[src/rtl/contador_campo_rtc_pkg.sv]
// Shared definitions for the RTC field counter slice.
//   st_e     : button FSM state encoding
//   DIR_UP/DIR_DN : latched button direction codes
//   clog2    : ceiling log2, sizes the auto-repeat timer
//   to_bcd   : two-digit BCD conversion for the optional BCD output
package contador_campo_rtc_pkg;

    typedef enum logic [1:0] {
        ST_IDLE = 2'd0,
        ST_WAIT = 2'd1,
        ST_RPT  = 2'd2
    } st_e;

    localparam logic DIR_UP = 1'b1;
    localparam logic DIR_DN = 1'b0;

    function automatic int clog2(input int v);
        int r;
        r = 0;
        for (int i = 0; i < 31; i++) begin
            if ((1 << i) < v) r = i + 1;
        end
        return r;
    endfunction

    function automatic logic [7:0] to_bcd(input int v);
        int t;
        int u;
        t = v / 10;
        u = v % 10;
        return {t[3:0], u[3:0]};
    endfunction

endpackage

[src/rtl/contador_campo_rtc_if.sv]
// Signal bundle between the controlling logic and one RTC field counter.
//   master : drives endd/upd/downd/inc_ind/loadd/dind/limd, reads qd/carryd/borrowd
//   slave  : the counter itself
// With CONTADOR_BCD_OUT_EN defined the bundle also carries qbcd[7:0].
interface contador_campo_rtc_if #(
    parameter int W = 3
);
    logic         endd;
    logic         upd;
    logic         downd;
    logic         inc_ind;
    logic         loadd;
    logic [W-1:0] dind;
    logic [W-1:0] limd;
    logic [W-1:0] qd;
    logic         carryd;
    logic         borrowd;
`ifdef CONTADOR_BCD_OUT_EN
    logic [7:0]   qbcd;

    modport master (
        output endd, upd, downd, inc_ind, loadd, dind, limd,
        input  qd, carryd, borrowd, qbcd
    );
    modport slave (
        input  endd, upd, downd, inc_ind, loadd, dind, limd,
        output qd, carryd, borrowd, qbcd
    );
`else
    modport master (
        output endd, upd, downd, inc_ind, loadd, dind, limd,
        input  qd, carryd, borrowd
    );
    modport slave (
        input  endd, upd, downd, inc_ind, loadd, dind, limd,
        output qd, carryd, borrowd
    );
`endif
endinterface

[src/rtl/contador_campo_rtc_autorep.sv]
// Edit-mode button handler with hold-to-auto-repeat.
//   clkd, resetd     : clock, async active-high reset
//   endd             : edit enable, buttons ignored when low
//   upd, downd       : debounced button levels
//   abort            : load strobe, forces the FSM back to IDLE
//   step_up, step_dn : single-cycle step requests, valid in the cycle of the cause
//
// state   | meaning
// --------+--------------------------------------------------
// IDLE    | no button held; a single press steps once
// WAIT    | button held, counting down the initial repeat delay
// RPT     | auto-repeating, one step every REP_PERIOD cycles
module contador_campo_rtc_autorep
    import contador_campo_rtc_pkg::*;
#(
    parameter int REP_DELAY  = 4,
    parameter int REP_PERIOD = 2
) (
    input  logic clkd,
    input  logic resetd,
    input  logic endd,
    input  logic upd,
    input  logic downd,
    input  logic abort,
    output logic step_up,
    output logic step_dn
);

    localparam int TMAX = (REP_DELAY > REP_PERIOD) ? REP_DELAY : REP_PERIOD;
    localparam int TW   = (clog2(TMAX) < 1) ? 1 : clog2(TMAX);

    st_e           state;
    logic          dir;
    logic [TW-1:0] timer;
    // A button still held across reset must be released before it counts
    // as a press again, so a reset never produces a phantom step.
    logic          lock;

    logic press;
    logic hold_ok;

    assign press   = endd & (upd ^ downd);
    assign hold_ok = press & (upd == dir);

    // Steps are decoded from the current state so a press moves qd on the
    // very next edge, like every other cause in the counter.
    always_comb begin
        step_up = 1'b0;
        step_dn = 1'b0;
        if (!abort) begin
            case (state)
                ST_IDLE: begin
                    if (press && !lock) begin
                        step_up = upd;
                        step_dn = downd;
                    end
                end
                ST_WAIT, ST_RPT: begin
                    if (hold_ok && timer == '0) begin
                        step_up = (dir == DIR_UP);
                        step_dn = (dir == DIR_DN);
                    end
                end
                default: ;
            endcase
        end
    end

    always_ff @(posedge clkd or posedge resetd) begin
        if (resetd) begin
            state <= ST_IDLE;
            dir   <= DIR_UP;
            timer <= '0;
            lock  <= 1'b1;
        end else begin
            if (!upd && !downd) lock <= 1'b0;

            if (abort) begin
                state <= ST_IDLE;
            end else begin
                case (state)
                    ST_IDLE: begin
                        if (press && !lock) begin
                            dir   <= upd ? DIR_UP : DIR_DN;
                            timer <= TW'(REP_DELAY - 1);
                            state <= ST_WAIT;
                        end
                    end
                    ST_WAIT, ST_RPT: begin
                        if (!hold_ok) begin
                            state <= ST_IDLE;
                        end else if (timer == '0) begin
                            timer <= TW'(REP_PERIOD - 1);
                            state <= ST_RPT;
                        end else begin
                            timer <= timer - TW'(1);
                        end
                    end
                    default: state <= ST_IDLE;
                endcase
            end
        end
    end

endmodule

[src/rtl/contador_campo_rtc.sv]
// Wrap-around up/down counter for one RTC time/date field.
//   clkd, resetd : clock, async active-high reset
//   bus (slave)  : control inputs, qd value, carryd/borrowd cascade pulses
// Run mode (endd=0) counts inc_ind pulses; edit mode (endd=1) follows the
// buttons through contador_campo_rtc_autorep. limd can lower the top of the
// range at runtime (days-in-month).
// Build option CONTADOR_BCD_OUT_EN: adds registered qbcd (two BCD digits of qd).
module contador_campo_rtc
    import contador_campo_rtc_pkg::*;
#(
    parameter int W          = 3,
    parameter int MIN_VAL    = 0,
    parameter int MAX_VAL    = 7,
    parameter int REP_DELAY  = 4,
    parameter int REP_PERIOD = 2
) (
    input  logic                 clkd,
    input  logic                 resetd,
    contador_campo_rtc_if.slave  bus
);

    localparam logic [W-1:0] MIN_W = W'(MIN_VAL);
    localparam logic [W-1:0] MAX_W = W'(MAX_VAL);

    logic [W-1:0] eff_max;
    logic [W-1:0] q_nxt;
    logic         carry_nxt;
    logic         borrow_nxt;
    logic         btn_up;
    logic         btn_dn;
    logic         do_up;
    logic         do_dn;

    contador_campo_rtc_autorep #(
        .REP_DELAY  (REP_DELAY),
        .REP_PERIOD (REP_PERIOD)
    ) u_autorep (
        .clkd    (clkd),
        .resetd  (resetd),
        .endd    (bus.endd),
        .upd     (bus.upd),
        .downd   (bus.downd),
        .abort   (bus.loadd),
        .step_up (btn_up),
        .step_dn (btn_dn)
    );

    // Compared as int so a MIN_VAL of 0 does not make an unsigned test constant.
    assign eff_max = (int'(bus.limd) >= MIN_VAL && int'(bus.limd) <= MAX_VAL)
                   ? bus.limd : MAX_W;

    assign do_up = bus.endd ? btn_up : bus.inc_ind;
    assign do_dn = bus.endd & btn_dn;

    always_comb begin
        q_nxt      = bus.qd;
        carry_nxt  = 1'b0;
        borrow_nxt = 1'b0;
        if (bus.loadd) begin
            if (int'(bus.dind) >= MIN_VAL && bus.dind <= eff_max) q_nxt = bus.dind;
            else                                                   q_nxt = MIN_W;
        end else if (bus.qd > eff_max) begin
            q_nxt = eff_max;
        end else if (do_up) begin
            if (bus.qd == eff_max) begin
                q_nxt     = MIN_W;
                carry_nxt = 1'b1;
            end else begin
                q_nxt = bus.qd + W'(1);
            end
        end else if (do_dn) begin
            if (bus.qd == MIN_W) begin
                q_nxt      = eff_max;
                borrow_nxt = 1'b1;
            end else begin
                q_nxt = bus.qd - W'(1);
            end
        end
    end

    always_ff @(posedge clkd or posedge resetd) begin
        if (resetd) begin
            bus.qd      <= MIN_W;
            bus.carryd  <= 1'b0;
            bus.borrowd <= 1'b0;
`ifdef CONTADOR_BCD_OUT_EN
            bus.qbcd    <= to_bcd(MIN_VAL);
`endif
        end else begin
            bus.qd      <= q_nxt;
            bus.carryd  <= carry_nxt;
            bus.borrowd <= borrow_nxt;
`ifdef CONTADOR_BCD_OUT_EN
            // Converted from the next value so qbcd moves in step with qd.
            bus.qbcd    <= to_bcd(int'(q_nxt));
`endif
        end
    end

endmodule
[src/flat_wrapper.sv]
// flat-port wrapper written by rule: the top's interface ports become plain ports
module contador_campo_rtc_flat import contador_campo_rtc_pkg::*;
#(
    parameter int W          = 3,
    parameter int MIN_VAL    = 0,
    parameter int MAX_VAL    = 7,
    parameter int REP_DELAY  = 4,
    parameter int REP_PERIOD = 2
)
  (clkd, resetd, bus_endd, bus_upd, bus_downd, bus_inc_ind, bus_loadd, bus_dind, bus_limd, bus_qd, bus_carryd, bus_borrowd);
  contador_campo_rtc_if #(.W(W)) bus_i ();
  input  logic clkd;
  input  logic resetd;
  input wire logic [$bits(bus_i.endd)-1:0] bus_endd;
  input wire logic [$bits(bus_i.upd)-1:0] bus_upd;
  input wire logic [$bits(bus_i.downd)-1:0] bus_downd;
  input wire logic [$bits(bus_i.inc_ind)-1:0] bus_inc_ind;
  input wire logic [$bits(bus_i.loadd)-1:0] bus_loadd;
  input wire logic [$bits(bus_i.dind)-1:0] bus_dind;
  input wire logic [$bits(bus_i.limd)-1:0] bus_limd;
  output wire logic [$bits(bus_i.qd)-1:0] bus_qd;
  output wire logic [$bits(bus_i.carryd)-1:0] bus_carryd;
  output wire logic [$bits(bus_i.borrowd)-1:0] bus_borrowd;
  assign bus_i.endd = bus_endd;
  assign bus_i.upd = bus_upd;
  assign bus_i.downd = bus_downd;
  assign bus_i.inc_ind = bus_inc_ind;
  assign bus_i.loadd = bus_loadd;
  assign bus_i.dind = bus_dind;
  assign bus_i.limd = bus_limd;
  assign bus_qd = bus_i.qd;
  assign bus_carryd = bus_i.carryd;
  assign bus_borrowd = bus_i.borrowd;
  contador_campo_rtc #(.W(W), .MIN_VAL(MIN_VAL), .MAX_VAL(MAX_VAL), .REP_DELAY(REP_DELAY), .REP_PERIOD(REP_PERIOD)) u_core (.clkd(clkd), .resetd(resetd), .bus(bus_i));
endmodule
[config.mk]
export PLATFORM = sky130hd
export DESIGN_NAME = contador_campo_rtc_flat
export DESIGN_NICKNAME = d
export VERILOG_FILES = /design/src/rtl/contador_campo_rtc_pkg.sv /design/src/rtl/contador_campo_rtc_if.sv /design/src/rtl/contador_campo_rtc_autorep.sv /design/src/rtl/contador_campo_rtc.sv /design/src/flat_wrapper.sv
export SDC_FILE = /design/constraint.sdc
export NUM_CORES = 1
export LEC_CHECK = 0
export ABC_CLOCK_PERIOD_IN_PS = 1830
export BUFFER_PORTS_ARGS = -buffer_cell sky130_fd_sc_hd__buf_4
export CAP_MARGIN = 25
export CORE_MARGIN = 5
export CORE_UTILIZATION = 49
export CTS_CLUSTER_DIAMETER = 60
export DETAILED_ROUTE_END_ITERATION = 10
export GPL_TIMING_DRIVEN = 0
export PLACE_DENSITY = 0.75
export SYNTH_ARGS = -nofsm -noshare
export SYNTH_HDL_FRONTEND = slang
export SYNTH_SLANG_ARGS = --single-unit
[constraint.sdc]
create_clock -name clkd -period 1.83 [get_ports clkd]
set_input_delay 0.0915 -clock clkd [delete_from_list [all_inputs] [get_ports clkd]]
set_output_delay 0.0915 -clock clkd [all_outputs]
set_load 0.005 [all_outputs]
Word level (Yosys, flattened, before mapping)
Index checks and enable logic that the tools add are counted.
{"block": "totals", "ram_bits": 0, "mem_count": 0, "register_bits": 11, "elab_cells": 76, "input_bits": 13, "mem_bits_ro": 0, "latch_bits": 0}
{"block": "classes", "n_lt_le_gt_ge": 2, "bitwise": 6, "div_mod_pow": 0, "n_shift": 0, "reduce_logical": 15, "n_eq_ne": 8, "addsub": 3, "mux": 35, "mul": 0}
{"operator": "3-bit 2-to-1 mux", "count": 7}
{"operator": "1-bit 2-to-1 mux", "count": 17}
{"operator": "2-bit 2-to-1 mux", "count": 7}
{"operator": "2-bit one-hot mux with 2 select lines", "count": 2}
{"operator": "2-bit zero test", "count": 2}
{"operator": "2-bit != test (second input constant)", "count": 2}
{"operator": "4-bit != test (second input constant)", "count": 1}
{"operator": "1-bit one-hot mux with 2 select lines", "count": 2}
{"operator": "4-bit AND reduction", "count": 1}
{"operator": "4-bit nonzero test", "count": 1}
{"operator": "3-bit by 1-bit adder with 3-bit output (second input constant)", "count": 1}
{"operator": "1-bit AND", "count": 3}
{"operator": "3-bit == test", "count": 1}
{"operator": "3-bit greater-than comparator", "count": 1}
{"operator": "3-bit less-or-equal comparator", "count": 1}
{"operator": "1-bit logical AND", "count": 3}
{"operator": "1-bit zero test", "count": 3}
{"operator": "3-bit zero test", "count": 1}
{"operator": "3-bit != test (second input constant)", "count": 1}
{"operator": "3-bit AND reduction", "count": 1}
{"operator": "3-bit by 1-bit subtractor with 3-bit output (second input constant)", "count": 1}
{"operator": "2-bit by 1-bit == test with 1-bit output (second input constant)", "count": 1}
{"operator": "2-bit == test (second input constant)", "count": 1}
{"operator": "1-bit inverter", "count": 2}
{"operator": "6 further kinds", "count": 6}

Longest topological paths before layout
{"block": "logic_depth", "ltp_word": 12, "mapped_depth": 8, "depth_no_buf": 8}

Modules after synthesis
From an unflattened synthesis, not the netlist that was laid out.
{"block": "unflattened", "hier_cells": 103, "area_unflattened_um2": 970.9}
{"mod": "contador_campo_rtc", "area_each_um2": 541.8, "cells_per_inst": 56, "n_inst": 1}
{"mod": "contador_campo_rtc_autorep", "area_each_um2": 429.2, "cells_per_inst": 47, "n_inst": 1}

Worst setup path after synthesis
Ideal clock, no wire load.
{"block": "synth_timing", "path_kind": "register to register", "startpoint": "reg u_core.bus.qd[2]", "endpoint": "reg u_core.bus.qd[1]", "n_path_buf": 0, "path_slack_ps": -126, "arrival_time_ps": 1836, "stages_incl_launch_ff": 7, "period_less_slack_ps": 1956, "required_ps": 1710, "path_cell_list": "dfrtp_1 ha_1 a21oi_2 a21boi_4 a2111oi_2 o21ai_2 a31o_1"}
{"block": "synth_between", "elab_chain_cells": 6, "elab_cells_between_ends": 10, "cone_classes": "1 x order compare; 1 x eq/ne; 6 x mux; 2 x reduce/logical"}
{"item": "from (decl)", "line": "contador_campo_rtc_if.sv:36", "text": "output qd, carryd, borrowd"}
{"item": "from (signal assigned)", "line": "contador_campo_rtc.sv:90", "text": "bus.qd <= q_nxt;"}
{"item": "3-bit zero test", "line": "contador_campo_rtc.sv:72", "text": "if (bus.qd == MIN_W) begin"}
{"item": "3-bit 2-to-1 mux", "line": "contador_campo_rtc.sv:72"}
{"item": "3-bit 2-to-1 mux", "line": "contador_campo_rtc.sv:71", "text": "end else if (do_dn) begin"}
{"item": "3-bit 2-to-1 mux", "line": "contador_campo_rtc.sv:64", "text": "end else if (do_up) begin"}
{"item": "3-bit 2-to-1 mux", "line": "contador_campo_rtc.sv:62", "text": "end else if (bus.qd > eff_max) begin"}
{"item": "3-bit 2-to-1 mux", "line": "contador_campo_rtc.sv:59", "text": "if (bus.loadd) begin"}
Parallel ways exist; a longest one is shown, timed or not. The select of a mux whose other input is x is not followed.
A chain may end at the register's enable or synchronous reset.

Worst setup path in the final report
{"block": "layout_timing", "startpoint": "reg u_core.u_autorep.state[1]", "endpoint": "reg u_core.bus.qd[2]"}
{"block": "layout_between", "elab_chain_cells": 8, "elab_cells_between_ends": 14, "cone_classes": "2 x eq/ne; 8 x mux; 1 x bitwise; 3 x reduce/logical"}
{"item": "from (decl)", "line": "contador_campo_rtc_autorep.sv:32", "text": "st_e state;"}
{"item": "from (signal assigned)", "line": "contador_campo_rtc_autorep.sv:71", "text": "state <= ST_IDLE;"}
{"item": "from (signal assigned)", "line": "contador_campo_rtc_autorep.sv:79", "text": "state <= ST_IDLE;"}
{"item": "from (signal assigned)", "line": "contador_campo_rtc_autorep.sv:86", "text": "state <= ST_WAIT;"}
{"item": "2-bit by 1-bit == test with 1-bit output or 2-bit == test (tied branches)", "line": "contador_campo_rtc_autorep.sv:51", "text": "case (state)"}
{"item": "2-bit OR reduction", "line": "contador_campo_rtc_autorep.sv:51"}
{"item": "1-bit one-hot mux with 2 select lines", "line": "contador_campo_rtc_autorep.sv:51"}
{"item": "1-bit 2-to-1 mux", "line": "contador_campo_rtc_autorep.sv:50", "text": "if (!abort) begin"}
{"item": "1-bit 2-to-1 mux", "line": "contador_campo_rtc.sv:52", "text": "assign do_up = bus.endd ? btn_up : bus.inc_ind;"}
{"item": "3-bit 2-to-1 mux", "line": "contador_campo_rtc.sv:64"}
{"item": "3-bit 2-to-1 mux", "line": "contador_campo_rtc.sv:62"}
{"item": "3-bit 2-to-1 mux", "line": "contador_campo_rtc.sv:59"}
Parallel ways exist; a longest one is shown, timed or not.

==> summary.log <==
[status] run status complete, but fails checks
[status] violated checks setup timing
[timing] relative slew slack 66.8%
[synth] post-synthesis cell type with the largest combined area sky130_fd_sc_hd__dfrtp_1
[clocking] latest clock arrival within the worst-skew pair 0.27 ns
[synth] EDFF count, synth 0
[synth] Net Count, Synth 135
[clocking] clock tree sinks 11
[worst_setup_path] sort of element at the start of the critical path flop
[worst_setup_path] CP Capture Point u_core.bus.qd[2]
[job] max-cap check violation count 0
[finish] Nets 168
[worst_setup_path] Worst Setup Path Type reg -> reg
[power] leakage power 0.635 nW
[timing] final worst-path setup slack -0.145 ns
[routing] Antenna Nets Post-Route 0
[floorplan] Core Rows 16
[timing] Fin Clk Skew 0.00492 ns
[global_routing] final global-route overflow total 0
[placement] routability congestion estimate 0.821
[worst_setup_path] capturing element type of the critical path flop
[power] Cell Pwr Density 1140 nW/µm²
[worst_setup_path] highest net fanout along the worst path 6
[clocking] TritonCTS clock tree built
[finish] area grow syn2layout 38.8%
[synth] netlist area before placement 971 µm²
[global_routing] met3 track utilization from global routing 2.72%
[routing] DRC errors left 0
[timing] hold slack 0.0939 ns
[synth] leading post-synthesis cells by instance count sky130_fd_sc_hd__ha_1 (13), sky130_fd_sc_hd__inv_1 (12), sky130_fd_sc_hd__nand2_1 (11)
[synth] sequential-to-total area share from yosys stat 28.6%
[timing] slew at the pin with the worst max-slew slack 0.498 ns
[synth] total of flip-flops plus latches after synthesis 11
[clocking] total number of H-tree levels 1
[routing] initial DRC count 33
[routing] Avg Vias per Cell 5.65
[synth] Most used DFF post-synth sky130_fd_sc_hd__dfrtp_1
[timing] Sum Neg Setup Slack -0.307 ns
[floorplan] starting density of the core 50.5%
[synth] count of cell types in the netlist 43
[global_routing] met1 Use GR 22.3%
[worst_setup_path] r2r startpoint u_core.u_autorep.state[1]
[floorplan] die height 54.5 µm
[floorplan] die outline area 2970 µm²
[global_routing] initial antenna violation count 0
[global_routing] wire length of the first global-routing pass 3.86 mm
[finish] layout cell share with drive strength beyond 1 39.0%
[clocking] register clock-pin slew on the reported worst setup and hold paths 0.08 ns
[global_routing] GRT Overall Usage 18.0%
[worst_setup_path] worst setup path start u_core.u_autorep.state[1]
[clocking] largest buffer count on any clock path 2
[timing] share of the clock period used by the worst path 108%
[routing] DR pass1 iterations 4
[timing] number of endpoints failing setup at the final stage 3
[global_routing] maximum number of pins on one net before global-route repair 12
[synth] Mapped Cells 109
[placement] IO Port Bufs 17
[synth] Yosys top cell area share 23.2%
[synth] Yosys warning count 0
[worst_setup_path] Critical Path RT 1.98 ns
[timing] number of hold-slack violations in the final timing report 0
[global_routing] vias in the first global route 884
[timing] minimum period implied by the final worst setup slack 1.98 ns
[worst_setup_path] worst reg2reg setup slack -0.15 ns
[clocking] clock buffer count from CTS 3
[floorplan] standard cell core area 1920 µm²
[min_path] worst hold path class in -> reg
[synth] post-synthesis average cell area 8.91 µm²
[synth] top area cells in the synthesized netlist sky130_fd_sc_hd__dfrtp_1 (23%), sky130_fd_sc_hd__ha_1 (17%), sky130_fd_sc_hd__dfstp_2 (5.4%), sky130_fd_sc_hd__inv_1 (4.6%), sky130_fd_sc_hd__nand2_1 (4.3%)
[routing] final wirelength 2.37 mm
[routing] detailed-route wire length per cell 14.1 µm
[timing] Fmax achieved 506 MHz
[global_routing] met2 Use GR 31.7%
[finish] count of antenna diodes in the layout 0
[placement] hpwl dp 1.74 mm
[worst_setup_path] endpoint of the worst register-to-register path u_core.bus.qd[2]
[timing] number of pins exceeding their max-slew limit in the final report 0
[finish] final core utilization 70.1%
[worst_setup_path] logic depth of the worst register-to-register path 8
[global_routing] global route hottest layer met2
[synth] async set-reset flop share out of synthesis 100%
[power] maximum resistive drop on vdd 0.000834 V
[timing] RSZ-0062 raised after global routing yes
[floorplan] Die X-Extent 54.5 µm
[worst_setup_path] Arrival @ worst endpoint 2.12 ns
[floorplan] I/O Pins 18
[synth] most numerous cell in the Yosys netlist sky130_fd_sc_hd__ha_1
[clocking] Root Buffer Master sky130_fd_sc_hd__clkbuf_4
[placement] pre-CTS setup slack -0.186 ns
[routing] detailed-route via count 950
## metrics by stage
step,power [W],instances,cell area [µm²]
after floorplan,0.00105,109,1050
after global placement,0.00124,153,1210
after detailed placement,0.00126,153,1210
after CTS,0.00148,164,1320
after global routing,0.00167,168,1350
final,0.00154,168,1350
## state kept, by name, indices dropped and copies added, names as in the netlist
register,flops
u_core.u_autorep.state,2
u_core.u_autorep.lock,1
u_core.bus.borrowd,1
u_core.u_autorep.timer,2
u_core.bus.qd,3
u_core.u_autorep.dir,1
u_core.bus.carryd,1
## what timing repair did
| action | in CTS | in global routing |
|---|---|---|
| gates cloned | 0 | 0 |
| hold endpoints to repair | 9 | 0 |
| buffers inserted | 6 | 4 |
| pin swaps | 8 | 3 |
| hold buffers | 1 | 0 |
| gates resized for setup | 4 | 1 |
| endpoints found under the setup margin | 4 | 5 |
## layout by cell type (no fill, tap or decap), types with 2 or more instances in the layout
master,n
sky130_fd_sc_hd__a21oi_1,4
sky130_fd_sc_hd__a21oi_2,2
sky130_fd_sc_hd__buf_4,27
sky130_fd_sc_hd__clkbuf_1,2
sky130_fd_sc_hd__clkbuf_4,3
sky130_fd_sc_hd__dfrtp_1,7
sky130_fd_sc_hd__dfrtp_2,2
sky130_fd_sc_hd__dfstp_2,2
sky130_fd_sc_hd__ha_1,9
sky130_fd_sc_hd__ha_4,4
sky130_fd_sc_hd__inv_1,9
sky130_fd_sc_hd__inv_2,3
sky130_fd_sc_hd__nand2_1,11
sky130_fd_sc_hd__nand2b_1,3
sky130_fd_sc_hd__nand3_1,5
sky130_fd_sc_hd__nor2_1,5
sky130_fd_sc_hd__nor2b_1,3
sky130_fd_sc_hd__o21ai_0,7
sky130_fd_sc_hd__o31ai_1,2
## worst min-delay path by stage
stage	startpoint	endpoint	cells after the start
after floorplan	resetd	u_core.bus.borrowd	1
after global placement	resetd	u_core.bus.carryd	2
after detailed placement	resetd	u_core.bus.carryd	2
after CTS	bus_upd	u_core.u_autorep.dir	3
after global routing	bus_upd	u_core.u_autorep.dir	3
final	bus_upd	u_core.u_autorep.dir	3
## power by group
| part | internal (W) | leakage, nW | switching [W] |
|---|---|---|---|
| clock | 0.0000842 | 0.0150 | 0.0000842 |
| combinational | 0.000482 | 0.490 | 0.000474 |
| sequential | 0.000326 | 0.130 | 0.0000910 |
| total | 0.000892 | 0.635 | 0.000649 |
## critical path: stages, from the launching register on
cell,delay [ns]
sky130_fd_sc_hd__dfrtp_1,0.37
sky130_fd_sc_hd__inv_2,0.07
sky130_fd_sc_hd__ha_4,0.29
sky130_fd_sc_hd__nand3_4,0.09
sky130_fd_sc_hd__o41ai_4,0.32
sky130_fd_sc_hd__a2111oi_4,0.16
sky130_fd_sc_hd__o21ai_4,0.14
sky130_fd_sc_hd__o211ai_2,0.11
sky130_fd_sc_hd__o32a_1,0.30
## cells by family (layout without fill, tap and decap cells)
group / after synthesis / in the layout / share of synthesized area [%]
AO/OA/AOI/OAI: 30 / 30 / 24.2
buffers and inverters: 13 / 45 / 5.03
XOR/XNOR: 2 / 2 / 1.80
adder cells (fa/ha/maj): 13 / 13 / 16.8
flip-flops: 11 / 11 / 28.6
multiplexers: 2 / 2 / 2.19
AND/OR/NAND/NOR: 38 / 38 / 21.4
## metal layers
layer / up-vias / share of wire (%)
met5: - / 0
li1: 458 / -
met1: 459 / 44
met2: 31 / 49
met3: 2 / 6.0
met4: 0 / 0.97
## area by class of cell
| class | instances | area (µm²) |
|---|---|---|
| flip-flops and latches | 11 | 280 |
| repair buffers | 28 | 213 |
| fillers | 162 | 574 |
| multi-input cells | 85 | 746 |
| plain buffers | 1 | 3.75 |
| inverters | 12 | 45.0 |
| well taps | 27 | 33.8 |
| clock buffers | 4 | 26.3 |
Power figures use the tool's default switching activity.
